`src/rtl/ps2_pkg.sv`:
```
// Shared constants and types for the PS/2 scancode decoder: prefix codes,
// overrun codes, receiver state encoding and pause-sequence length.
package ps2_pkg;

  localparam logic [7:0] CodeExt   = 8'hE0;
  localparam logic [7:0] CodeBrk   = 8'hF0;
  localparam logic [7:0] CodePause = 8'hE1;
  localparam logic [7:0] CodeOvr00 = 8'h00;
  localparam logic [7:0] CodeOvrFF = 8'hFF;

  // Bytes swallowed after the E1 that opens the Pause/Break sequence.
  localparam int unsigned PauseLen  = 7;
  localparam int unsigned PauseCntW = 3;

  typedef enum logic [1:0] {
    StIdle,
    StData,
    StParity,
    StStop
  } rx_state_e;

endpackage

```
`src/rtl/ps2_rx_frame.sv`:
```
// PS/2 frame receiver: input synchronisers, clock glitch filter, framing FSM and timeout.
// Parity is enforced only when PS2_PARITY_CHECK_EN is defined.
module ps2_rx_frame #(
  parameter int unsigned FILTER_LEN = 8,
  parameter int unsigned TIMEOUT    = 28000
) (
  input  logic       clk_i,
  input  logic       rst_ni,
  input  logic       ps2clk_i,
  input  logic       ps2data_i,
  output logic       byte_valid_o,
  output logic [7:0] rx_byte_o,
  output logic       frame_error_o
);
  import ps2_pkg::*;

  localparam int unsigned FiltW = (FILTER_LEN > 1) ? $clog2(FILTER_LEN) : 1;
  localparam int unsigned TmoW  = $clog2(TIMEOUT + 1);

  // Bit [1] of each pair is the synchronised value; idle line level is high.
  logic [1:0]      clk_sync_q, data_sync_q;
  logic            filt_level_q, filt_level_d;
  logic [FiltW-1:0] filt_cnt_q, filt_cnt_d;
  logic            fall_edge, din;

  rx_state_e       state_q, state_d;
  logic [2:0]      bit_cnt_q, bit_cnt_d;
  logic [7:0]      shift_q, shift_d;
  logic            parity_q, parity_d;
  logic [TmoW-1:0] tmo_cnt_q, tmo_cnt_d;
  logic            tmo_expire, parity_ok;
  logic            byte_valid_q, byte_valid_d;
  logic            frame_error_q, frame_error_d;

  always_ff @(posedge clk_i or negedge rst_ni) begin
    if (!rst_ni) begin
      clk_sync_q   <= 2'b11;
      data_sync_q  <= 2'b11;
      filt_level_q <= 1'b1;
      filt_cnt_q   <= '0;
    end else begin
      clk_sync_q   <= {clk_sync_q[0], ps2clk_i};
      data_sync_q  <= {data_sync_q[0], ps2data_i};
      filt_level_q <= filt_level_d;
      filt_cnt_q   <= filt_cnt_d;
    end
  end

  // A new level is taken only after FILTER_LEN consecutive differing samples.
  always_comb begin
    filt_level_d = filt_level_q;
    filt_cnt_d   = '0;
    if (clk_sync_q[1] != filt_level_q) begin
      if (filt_cnt_q == FiltW'(FILTER_LEN - 1)) begin
        filt_level_d = clk_sync_q[1];
      end else begin
        filt_cnt_d = filt_cnt_q + 1'b1;
      end
    end
  end

  assign fall_edge = filt_level_q & ~filt_level_d;
  assign din       = data_sync_q[1];

`ifdef PS2_PARITY_CHECK_EN
  assign parity_ok = ^{shift_q, parity_q};
`else
  logic unused_parity;
  assign unused_parity = parity_q;
  assign parity_ok     = 1'b1;
`endif

  assign tmo_expire = (state_q != StIdle) && !fall_edge && (tmo_cnt_q == TmoW'(TIMEOUT));

  // State register
  always_ff @(posedge clk_i or negedge rst_ni) begin
    if (!rst_ni) begin
      state_q <= StIdle;
    end else begin
      state_q <= state_d;
    end
  end

  // Next-state logic
  always_comb begin
    state_d = state_q;
    if (tmo_expire) begin
      state_d = StIdle;
    end else if (fall_edge) begin
      unique case (state_q)
        StIdle:   if (!din) state_d = StData;
        StData:   if (bit_cnt_q == 3'd7) state_d = StParity;
        StParity: state_d = StStop;
        StStop:   state_d = StIdle;
        default:  state_d = StIdle;
      endcase
    end
  end

  // Outputs: result strobes are registered, so they land one cycle after the stop edge.
  always_comb begin
    byte_valid_d  = 1'b0;
    frame_error_d = tmo_expire;
    if (fall_edge && state_q == StStop) begin
      byte_valid_d  = din & parity_ok;
      frame_error_d = ~(din & parity_ok);
    end
  end

  always_comb begin
    bit_cnt_d = bit_cnt_q;
    shift_d   = shift_q;
    parity_d  = parity_q;
    tmo_cnt_d = tmo_cnt_q + 1'b1;
    if (fall_edge || state_q == StIdle || tmo_expire) begin
      tmo_cnt_d = '0;
    end
    if (tmo_expire) begin
      bit_cnt_d = '0;
    end else if (fall_edge) begin
      if (state_q == StIdle) begin
        bit_cnt_d = '0;
      end else if (state_q == StData) begin
        bit_cnt_d = bit_cnt_q + 1'b1;
        shift_d   = {din, shift_q[7:1]};
      end else if (state_q == StParity) begin
        parity_d = din;
      end
    end
  end

  always_ff @(posedge clk_i or negedge rst_ni) begin
    if (!rst_ni) begin
      bit_cnt_q     <= '0;
      shift_q       <= '0;
      parity_q      <= 1'b0;
      tmo_cnt_q     <= '0;
      byte_valid_q  <= 1'b0;
      frame_error_q <= 1'b0;
    end else begin
      bit_cnt_q     <= bit_cnt_d;
      shift_q       <= shift_d;
      parity_q      <= parity_d;
      tmo_cnt_q     <= tmo_cnt_d;
      byte_valid_q  <= byte_valid_d;
      frame_error_q <= frame_error_d;
    end
  end

  assign byte_valid_o  = byte_valid_q;
  assign rx_byte_o     = shift_q;
  assign frame_error_o = frame_error_q;

endmodule

```
`src/rtl/ps2_scancode_decoder.sv`:
```
// PS/2 keyboard decoder top: frame receiver plus E0/F0/E1 prefix handling into key events.
// Optional macro PS2_PARITY_CHECK_EN makes parity failures drop the frame.
module ps2_scancode_decoder #(
  parameter int unsigned FILTER_LEN = 8,
  parameter int unsigned TIMEOUT    = 28000
) (
  input  logic       clk,
  input  logic       rst_n,
  input  logic       ps2clk,
  input  logic       ps2data,
  output logic       scan_received,
  output logic [7:0] scancode,
  output logic       extended,
  output logic       released,
  output logic       frame_error
);
  import ps2_pkg::*;

  logic       byte_valid;
  logic [7:0] rx_byte;

  ps2_rx_frame #(
    .FILTER_LEN(FILTER_LEN),
    .TIMEOUT   (TIMEOUT)
  ) u_rx (
    .clk_i        (clk),
    .rst_ni       (rst_n),
    .ps2clk_i     (ps2clk),
    .ps2data_i    (ps2data),
    .byte_valid_o (byte_valid),
    .rx_byte_o    (rx_byte),
    .frame_error_o(frame_error)
  );

  logic                 scan_received_q, scan_received_d;
  logic [7:0]           scancode_q, scancode_d;
  logic                 extended_q, extended_d;
  logic                 released_q, released_d;
  logic                 ext_pend_q, ext_pend_d;
  logic                 brk_pend_q, brk_pend_d;
  logic [PauseCntW-1:0] pause_cnt_q, pause_cnt_d;

  always_comb begin
    scan_received_d = 1'b0;
    scancode_d      = scancode_q;
    extended_d      = extended_q;
    released_d      = released_q;
    ext_pend_d      = ext_pend_q;
    brk_pend_d      = brk_pend_q;
    pause_cnt_d     = pause_cnt_q;
    if (byte_valid) begin
      if (pause_cnt_q != '0) begin
        pause_cnt_d = pause_cnt_q - 1'b1;
      end else begin
        case (rx_byte)
          CodeExt:   ext_pend_d  = 1'b1;
          CodeBrk:   brk_pend_d  = 1'b1;
          CodePause: pause_cnt_d = PauseCntW'(PauseLen);
          // Overrun markers carry no key; keep any pending prefixes.
          CodeOvr00, CodeOvrFF: begin
          end
          default: begin
            scan_received_d = 1'b1;
            scancode_d      = rx_byte;
            extended_d      = ext_pend_q;
            released_d      = brk_pend_q;
            ext_pend_d      = 1'b0;
            brk_pend_d      = 1'b0;
          end
        endcase
      end
    end
  end

  always_ff @(posedge clk or negedge rst_n) begin
    if (!rst_n) begin
      scan_received_q <= 1'b0;
      scancode_q      <= '0;
      extended_q      <= 1'b0;
      released_q      <= 1'b0;
      ext_pend_q      <= 1'b0;
      brk_pend_q      <= 1'b0;
      pause_cnt_q     <= '0;
    end else begin
      scan_received_q <= scan_received_d;
      scancode_q      <= scancode_d;
      extended_q      <= extended_d;
      released_q      <= released_d;
      ext_pend_q      <= ext_pend_d;
      brk_pend_q      <= brk_pend_d;
      pause_cnt_q     <= pause_cnt_d;
    end
  end

  assign scan_received = scan_received_q;
  assign scancode      = scancode_q;
  assign extended      = extended_q;
  assign released      = released_q;

endmodule
```
`config.mk`:
```
export PLATFORM = sky130hd
export DESIGN_NAME = ps2_scancode_decoder
export DESIGN_NICKNAME = d
export VERILOG_FILES = /design/src/rtl/ps2_pkg.sv /design/src/rtl/ps2_rx_frame.sv /design/src/rtl/ps2_scancode_decoder.sv
export SDC_FILE = /design/constraint.sdc
export NUM_CORES = 1
export LEC_CHECK = 0
export BUFFER_PORTS_ARGS = -buffer_cell sky130_fd_sc_hd__clkbuf_2
export CORE_ASPECT_RATIO = 1.5
export CORE_MARGIN = 1.5
export CORE_UTILIZATION = 50
export DETAILED_ROUTE_END_ITERATION = 8
export PLACE_DENSITY = 0.78
export REMOVE_ABC_BUFFERS = 1
export SLEW_MARGIN = 20
export SYNTH_ARGS = -nofsm -noshare
export SYNTH_HDL_FRONTEND = slang
export SYNTH_SLANG_ARGS = --single-unit
```
`constraint.sdc`:
```
create_clock -name clk -period 2.23 [get_ports clk]
set_clock_uncertainty 0.2 [all_clocks]
set_input_delay 0.446 -clock clk [delete_from_list [all_inputs] [get_ports clk]]
set_output_delay 0.446 -clock clk [all_outputs]
set_load 0.05 [all_outputs]
```
* Word level (Yosys, flattened, before mapping)
Index checks and enable logic that the tools add are counted.
** Storage, ports and cells
- Register bits :: 54
- Input bits :: 4
- Output and inout port bits :: 12
- Logic and storage cells :: 89
** Operators by class
- $add $sub $neg :: 4
- Equal/unequal tests :: 13
- Multiplexer cells :: 23
- Bitwise operators :: 9
- Reductions and logical operators :: 23
** Operators with widths (number)
- 8-bit == test, second input constant :: 4
- 3-bit 2-to-1 mux :: 8
- 15-bit by 1-bit adder with 15-bit output, second input constant :: 1
- 15-bit == test, second input constant :: 1
- 15-bit 2-to-1 mux :: 1
- 3-bit AND reduction :: 4
- 8-bit zero test :: 1
- 2-bit 2-to-1 mux :: 4
- 1-bit inverter :: 8
- 2-bit one-hot mux with 4 select lines :: 1
- 4-bit OR reduction :: 2
- 1-bit 2-to-1 mux :: 7
- 3-bit by 1-bit adder with 3-bit output, second input constant :: 2
- 3-bit == test, second input constant :: 2
- 2-bit nonzero test :: 3
- 3-bit nonzero test :: 2
- 5-bit OR reduction :: 1
- 2-bit == test, second input constant :: 2
- 1-bit one-hot mux with 2 select lines :: 2
- 2-bit AND reduction :: 2
- 4-bit AND reduction :: 1
- 1-bit logical AND :: 3
- 3-bit by 1-bit != test with 1-bit output, second input constant :: 1
- 3-bit != test, second input constant :: 1
- other kinds (7) :: 8

* Logic depth before layout (Yosys ltp)
Gate-level depths: netlist of the first run.
- Depth in word-level cells :: 10
- Gate-level depth with buffers :: 8
- Gate-level depth less buffers :: 6

* Cells and area by module
From an unflattened synthesis of the first run, not the netlist that was laid out.
** Second synthesis, totals
- Cells, all modules :: 226
- Area, all modules :: 2615.0 um2
** By module, submodules not included
- ps2_rx_frame :: times used 1, cells an instance 157, area each 1789.2 um2, seq. area each 957.2 um2
- ps2_scancode_decoder :: times used 1, cells an instance 69, area each 825.8 um2, seq. area each 400.4 um2

* Least setup slack after synthesis of the first run
Ideal clock, no wire load.
- Path kind :: reg-to-reg
- Start :: register u_rx.filt_cnt_q[0]
- End :: register u_rx.shift_q[0], in the netlist u_rx.rx_byte_o[0]
- Library setup time :: 0.125 ns
- Arrival time :: 1.789 ns
- Data required time :: 1.905 ns
- Setup slack :: 0.116 ns
- Cell stages (with the launch flop) :: 8
- Path buffers :: 1
- Period minus slack after synthesis :: 2.114 ns
- Cells stage by stage :: dfrtp_1 -> ha_1 -> ha_1 -> and3b_1 -> clkbuf_1 -> nand2_1 -> nor2_2 -> mux2_2
** Between the ends
- Word-level cells in the longest chain between the ends :: 10
** RTL lines
- start, declared :: RTL line ps2_rx_frame.sv:23 : logic [FiltW-1:0] filt_cnt_q, filt_cnt_d;
- start signal, assigned :: RTL line ps2_rx_frame.sv:45 : filt_cnt_q <= filt_cnt_d;
- 3-bit == test (*) :: RTL line ps2_rx_frame.sv:54 : if (filt_cnt_q == FiltW'(FILTER_LEN - 1)) begin
- 1-bit 2-to-1 mux (*) :: RTL line ps2_rx_frame.sv:54
- 1-bit 2-to-1 mux (*) :: RTL line ps2_rx_frame.sv:53 : if (clk_sync_q[1] != filt_level_q) begin
- 1-bit inverter (*) :: RTL line ps2_rx_frame.sv:62 : assign fall_edge = filt_level_q & ~filt_level_d;
- 1-bit bitwise AND (*) :: RTL line ps2_rx_frame.sv:62
- 1-bit zero test :: RTL line ps2_rx_frame.sv:73 : assign tmo_expire = (state_q != StIdle) && !fall_edge && (tmo_cnt_q == TmoW'(TIMEOUT));
- 1-bit logical AND (2 in series) :: RTL line ps2_rx_frame.sv:73
- 1-bit inverter (no source line)
- 4-bit AND reduction (no source line) (*)
- end signal, assigned :: RTL line ps2_rx_frame.sv:142 : shift_q <= shift_d;
- end, declared :: RTL line ps2_rx_frame.sv:28 : logic [7:0] shift_q, shift_d;
Mark *: on every way between the ends. The rest lies on a longest branch, timed or not.
A chain may end at the register's enable or synchronous reset.

* Worst setup path after layout of the first run
- Start :: register pause_cnt_q[0]
- End :: register scancode_q[4], in the netlist scancode[4]
** Between the ends
- Word-level cells in the longest chain between the ends :: 3
** RTL lines
- start, declared :: RTL line ps2_scancode_decoder.sv:41 : logic [PauseCntW-1:0] pause_cnt_q, pause_cnt_d;
- start signal, assigned :: RTL line ps2_scancode_decoder.sv:91 : pause_cnt_q <= pause_cnt_d;
- 3-bit nonzero test :: RTL line ps2_scancode_decoder.sv:52 : if (pause_cnt_q != '0) begin
- 1-bit inverter (no source line)
- 3-bit AND reduction (no source line)
- end signal, assigned :: RTL line ps2_scancode_decoder.sv:86 : scancode_q <= scancode_d;
- end, declared :: RTL line ps2_scancode_decoder.sv:36 : logic [7:0] scancode_q, scancode_d;
Every way passes these cells.

==> metrics.txt, run 1 <==
routability cong. 0.8125; Seq cells post-synth 54; Mapped Cells 217; Hold Crit Endpoint u_rx.clk_sync_q[1]; worst slew pin tran 0.4484 ns; Critical Path AT between 2 and 2.5 ns; # setup viols final 0; Seq/Total Area, Yosys 54.30%; Setup TNS 0 ns; top achievable clock speed approximately 0.49 GHz; CP Max Fanout 13; PD cells 727.5 mW/mm^2; Layout area overhead 12.41%; H-tree depth 2; Clk Latency, worst-skew pair 0.31 ns; post-CTS setup buffer count 0; Tot GR Track Use 16.41%; first-pass GRT wire length 6.686 mm; Worst Setup SP pause_cnt_q[0]; Max-slew headroom 70.03%; DR WL/cell 12.46 um; Net count, final 260; async set-reset flop share out of synthesis between 90% and 100%; Final HPWL DP ~2.7 mm; Overflow after GRT 0; initial antenna violation count 0; area leader, netlist dfrtp_1; 1st-iter DRT viols 42; Setup CP Type flop to flop; status completed; multi-input logic area 0.001080 sq mm; Via Count between 1500 and 2000; final wirelength 3.864 mm; R2R Path End scancode[4]; setup slack at placement roughly 0.14 ns; Post-DRT Antenna Nets 0; Slew Viols, Final 0; Antenna diodes 0; die area 0.005442 sq mm; pin count of the biggest net entering global routing 55; worst reg2reg path depth 6; syn_area_per_cell approximately 12 sq um; Max VDD drop 0.0005340 V; Leak approximately 1.3 nW; max cap viols 0; Worst R2R Setup Slack 0.19 ns; core area 0.004810 sq mm; Reg2Reg Launch Point pause_cnt_q[0]; number of global-route vias before repair 1554; Top FF cell, synth dfrtp_1; # DRC 0; Num CTS Buffers 5; hold_sp u_rx.clk_sync_q[0]; Worst Setup Start Kind flop; CTS Buffer Depth 2; ratio of cells with drive above 1 in the final layout 22.13%; YS warnings 0; RSZ-0062 raised after global routing no; final hold violation count 0; most common cell after layout, fill and taps aside dfrtp_1; CTS tree done; IO Port Bufs 15; Die Span X a little over 60 um; DR vias/cell 5.210; floorplan row count 31; Req. time, crit path 2.24 ns; share of the synthesized area in the top cell type 49.05%; most frequent cells in the layout dfrtp_1 (49), nor2_1 (21), clkbuf_2 (15); FF/Latch Area 0.001358 sq mm; number of synthesized flops with an enable pin 0; fin worst setup slack 0.1928 ns; HP Class flop to flop; Worst-path clk slew 0.10 ns; Filler cells 421; die height 89.60 um; minimum clock period about 2.0 ns; Cell variety after synth 41; IO Pins 16; Initial Util 51.98%; crit share post-route 91.35%; drt pass-1 iters 4; Hold Path Depth 0; crit path capture type flop; Netlist Area Pre-Place 0.002500 sq mm; CTS Root Cell clkbuf_8; top post-synthesis cells by area dfrtp_1 (49%), ha_1 (6.5%), mux2_2 (5.4%); CTS Sinks 54
## routing by layer
metal	track usage, %	part of all wire (%)	wire [um]	vias to the layer above
met5	0	0	0	-
li1	-	-	-	813
met4	5.929	1.7	67	0
met1	19.06	43	1677	779
met2	28.93	52	2022	17
met3	3.868	2.5	97	6
## power breakdown
| part | switching (mW) | internal (mW) | total (mW) |
|---|---|---|---|
| clock network | 0.319 | 0.221 | 0.540 |
| registers | 0.0814 | 1.07 | 1.15 |
| logic | 0.208 | 0.147 | 0.356 |
| total | 0.609 | 1.44 | 2.04 |
## flip-flops by register name, indices dropped and copies added, names as in the netlist, 2 cells and up
name              cells
scancode              8
u_rx.filt_cnt_q       3
u_rx.rx_byte_o        8
u_rx.clk_sync_q       2
u_rx.bit_cnt_q        3
u_rx.tmo_cnt_q       15
u_rx.data_sync_q      2
pause_cnt_q           3
u_rx.state_q          2
## Yosys cell counts, drive strengths merged (6+ instances only)
master	n
ha	13
a31oi	6
nand4	7
inv	12
mux2	15
nand2	13
dfrtp	49
o21ai	7
nor2	22
xnor2	9
## metrics by stage
| step | power [mW] | area (sq um) | util (%) | hold WS [ns] | std cells |
|---|---|---|---|---|---|
| global placement | 1.502 | 2685 | 55.83 | 0.1455 | 299 |
| CTS | 2.074 | 2805 | 58.32 | 0.1626 | 310 |
| detailed placement | 1.518 | 2685 | 55.83 | 0.1479 | 299 |
| floorplan | 1.394 | 2477 | - | -0.04959 | 213 |
| finish | 2.045 | 2810 | 58.43 | 0.1609 | 310 |
| global route | 2.187 | 2810 | 58.43 | 0.1724 | 310 |
## layout make-up
| cell class | count | area share, % |
|---|---|---|
| inverter | 12 | 1.603 |
| multi-input combinational | 147 | 38.42 |
| clock buffer | 5 | 2.449 |
| clock inverter | 3 | 0.7569 |
| tap | 66 | 2.939 |
| timing repair buffer | 23 | 5.521 |
| sequential | 54 | 48.31 |
## repair_timing
| action | in CTS | in global routing |
|---|---|---|
| resized for setup | 0 | 1 |
| setup endpoints to repair | 0 | 1 |
| endpoints found under the hold margin | 51 | 0 |
| hold buffers | 3 | 0 |
## logic make-up after synthesis
| family | Yosys count | synth area share, % |
|---|---|---|
| compound gates | 25 | 7.057 |
| buf+inv | 16 | 2.703 |
| simple gates | 79 | 16.92 |
| xor+xnor | 14 | 4.905 |
| mux | 16 | 7.608 |
| fa+ha+maj | 13 | 6.507 |
| flops | 54 | 54.30 |
## worst max-delay path, cell delays in order (launching register included)
cell and delay, ns:
dfrtp_1 0.39, inv_1 0.08, ha_1 0.16, nor2b_1 0.19
and2_1 0.23, o311a_4 0.33, mux2_2 0.35
## how the worst max path moves through the flow
stage	to	slack (ns)
after floorplan	u_rx.rx_byte_o[0]	0.22
after global placement	u_rx.rx_byte_o[3]	0.20
after detailed placement	u_rx.rx_byte_o[0]	0.14
after CTS	u_rx.rx_byte_o[3]	0.12
after global routing	scancode[6]	0.02
final	scancode[4]	0.19
Note: power is estimated with default switching activity, not from simulation.
==> run 2, diff against run 1 <==
--- a/config.mk
+++ b/config.mk
@@ -10,7 +10,7 @@
 export CORE_MARGIN = 1.5
 export CORE_UTILIZATION = 50
 export DETAILED_ROUTE_END_ITERATION = 8
-export PLACE_DENSITY = 0.78
+export PLACE_DENSITY_LB_ADDON = 0.08
 export REMOVE_ABC_BUFFERS = 1
 export SLEW_MARGIN = 20
 export SYNTH_ARGS = -nofsm -noshare
==> metrics.txt, run 2 (synthesized netlist as in run 1, its figures left out) <==
status completed; PD cells 732.0 mW/mm^2; fin cells slightly above 300; Seq pwr share 56.3%; CP Max Fanout 13; first-pass GRT wire length 7.341 mm; initial antenna violation count 0; Initial Util 51.98%; Critical Path AT 2.06 ns; most common cell after layout, fill and taps aside dfrtp_1; RSZ-0062 raised after global routing no; Slew Viols, Final 0; Setup CP Type flop to flop; Die Span X 60.74 um; core area about 0.0048 sq mm; CTS tree done; CTS Buffer Depth 2; Worst-path clk slew 0.09 ns; 1st-iter DRT viols 60; crit path capture type flop; Antenna diodes 0; post-CTS setup buffer count 0; pin count of the biggest net entering global routing 24; power share of the clock group 26.4%; switching pwr 0.6174 mW; Largest Register u_rx.tmo_cnt_q; final hold violation count 0; Leak 1.332 nW; die height between 80 and 90 um; # DRC 0; Placed Area about 0.0027 sq mm; Gate power share ~17%; DP Cell Count 300; H-tree depth 2; minimum clock period 2.066 ns; most frequent cells in the layout dfrtp_1 (49), nor2_1 (21), clkbuf_2 (15); Final HPWL DP 3.364 mm; crit share post-route 92.67%; DR WL/cell 14.72 um; met3 wire length 150 um; Pint 1.423 mW; Max-slew headroom 60.84%; IO Pins 16; Util after Layout 57.96%; HP Class input port to flop; highest routed layer met4; Filler cells approximately 450; WL met2 2.465 mm; Overflow after GRT 0; Post-DRT Antenna Nets 0; Max VDD drop 0.0007999 V; floorplan row count 31; Tot GR Track Use 17.94%; smallest hold slack 0.01350 ns; DR vias/cell 5.518; drt pass-1 iters 4; die area 0.005442 sq mm; DRT met1 WL 1.834 mm; Setup TNS 0 ns; routability cong. between 0.8 and 0.9; Clk Latency, worst-skew pair 0.31 ns; max reg flops 15; sw frac 30.25%; # setup viols final 0; CTS Sinks 54; ratio of cells with drive above 1 in the final layout a little under a quarter; final wirelength 4.549 mm; top achievable clock speed between 0.4 and 0.5 GHz; Via Count 1705; Req. time, crit path about 2.2 ns; Worst Setup Start Kind flop; IO Port Bufs 15; Num CTS Buffers 5; final instance area approximately 0.0028 sq mm; Net count, final ~260; CTS Root Cell clkbuf_8; number of global-route vias before repair around 1700; max cap viols 0; Layout area overhead 11.51%; worst slew pin tran 0.5874 ns
run 2: cell count changes in the layout (fill, tap and decap cells not counted), sizes merged:
cell / delta
buf: +1
dlygate4sd3: -2
run 2: through the flow:
stage,setup slack (ns),power [mW]
after floorplan,0.2198,1.394
after global placement,0.1947,1.479
after detailed placement,0.1204,1.523
after CTS,0.1001,2.059
after global routing,0.07762,2.151
final,0.1635,2.041
run 2: power by group through the flow:
stage                     clock network, mW  registers [mW]  logic (mW)
final                                 0.539            1.15       0.353
after CTS                             0.553            1.15       0.356
after detailed placement                  0            1.17       0.354
after global placement                    0            1.16       0.317
after global routing                  0.585            1.16       0.404
after floorplan                           0            1.15       0.248
run 2: critical path, cell delays in order (launching register included):
cell	delay [ns]
dfrtp_1	0.40
inv_1	0.08
ha_1	0.16
nor2b_1	0.17
and2_1	0.25
o311a_4	0.34
mux2_2	0.35
run 2: per-layer routing:
layer / up-vias / GRT usage, %
li1: 812 / -
met1: 845 / 20.58
met2: 37 / 31.57
met3: 11 / 3.152
met4: 0 / 8.696
met5: - / 0
run 2: timing repair:
action	4_1_cts	5_1_grt
hold endpoints to repair	16	0
hold buffers	1	0
endpoints found under the setup margin	0	17
resized for setup	0	2
run 2: final cells by class:
| class | count | area [sq um] | area share, % |
|---|---|---|---|
| Clock buffer | 5 | 68.82 | 2.469 |
| Tap cell | 66 | 82.58 | 2.962 |
| Inverter | 12 | 45.04 | 1.616 |
| Timing Repair Buffer | 22 | 130.1 | 4.668 |
| Clock inverter | 3 | 21.27 | 0.7630 |
| Sequential cell | 54 | 1358 | 48.70 |
| Multi-Input combinational cell | 147 | 1082 | 38.82 |
run 2: path summary, 6_finish.rpt:
check	from	end	slack (ns)	cells after the start
worst max-delay path	pause_cnt_q[0]	scancode[5]	0.16	6
worst min-delay path	ps2data	u_rx.data_sync_q[0]	0.01	1
worst max register to register	pause_cnt_q[0]	scancode[5]	0.16	6
worst min register to register	u_rx.data_sync_q[0]	u_rx.data_sync_q[1]	0.16	0
max in group asynchronous	rst_n	u_rx.rx_byte_o[5]	0.69	3
min in group asynchronous	rst_n	released	0.49	2
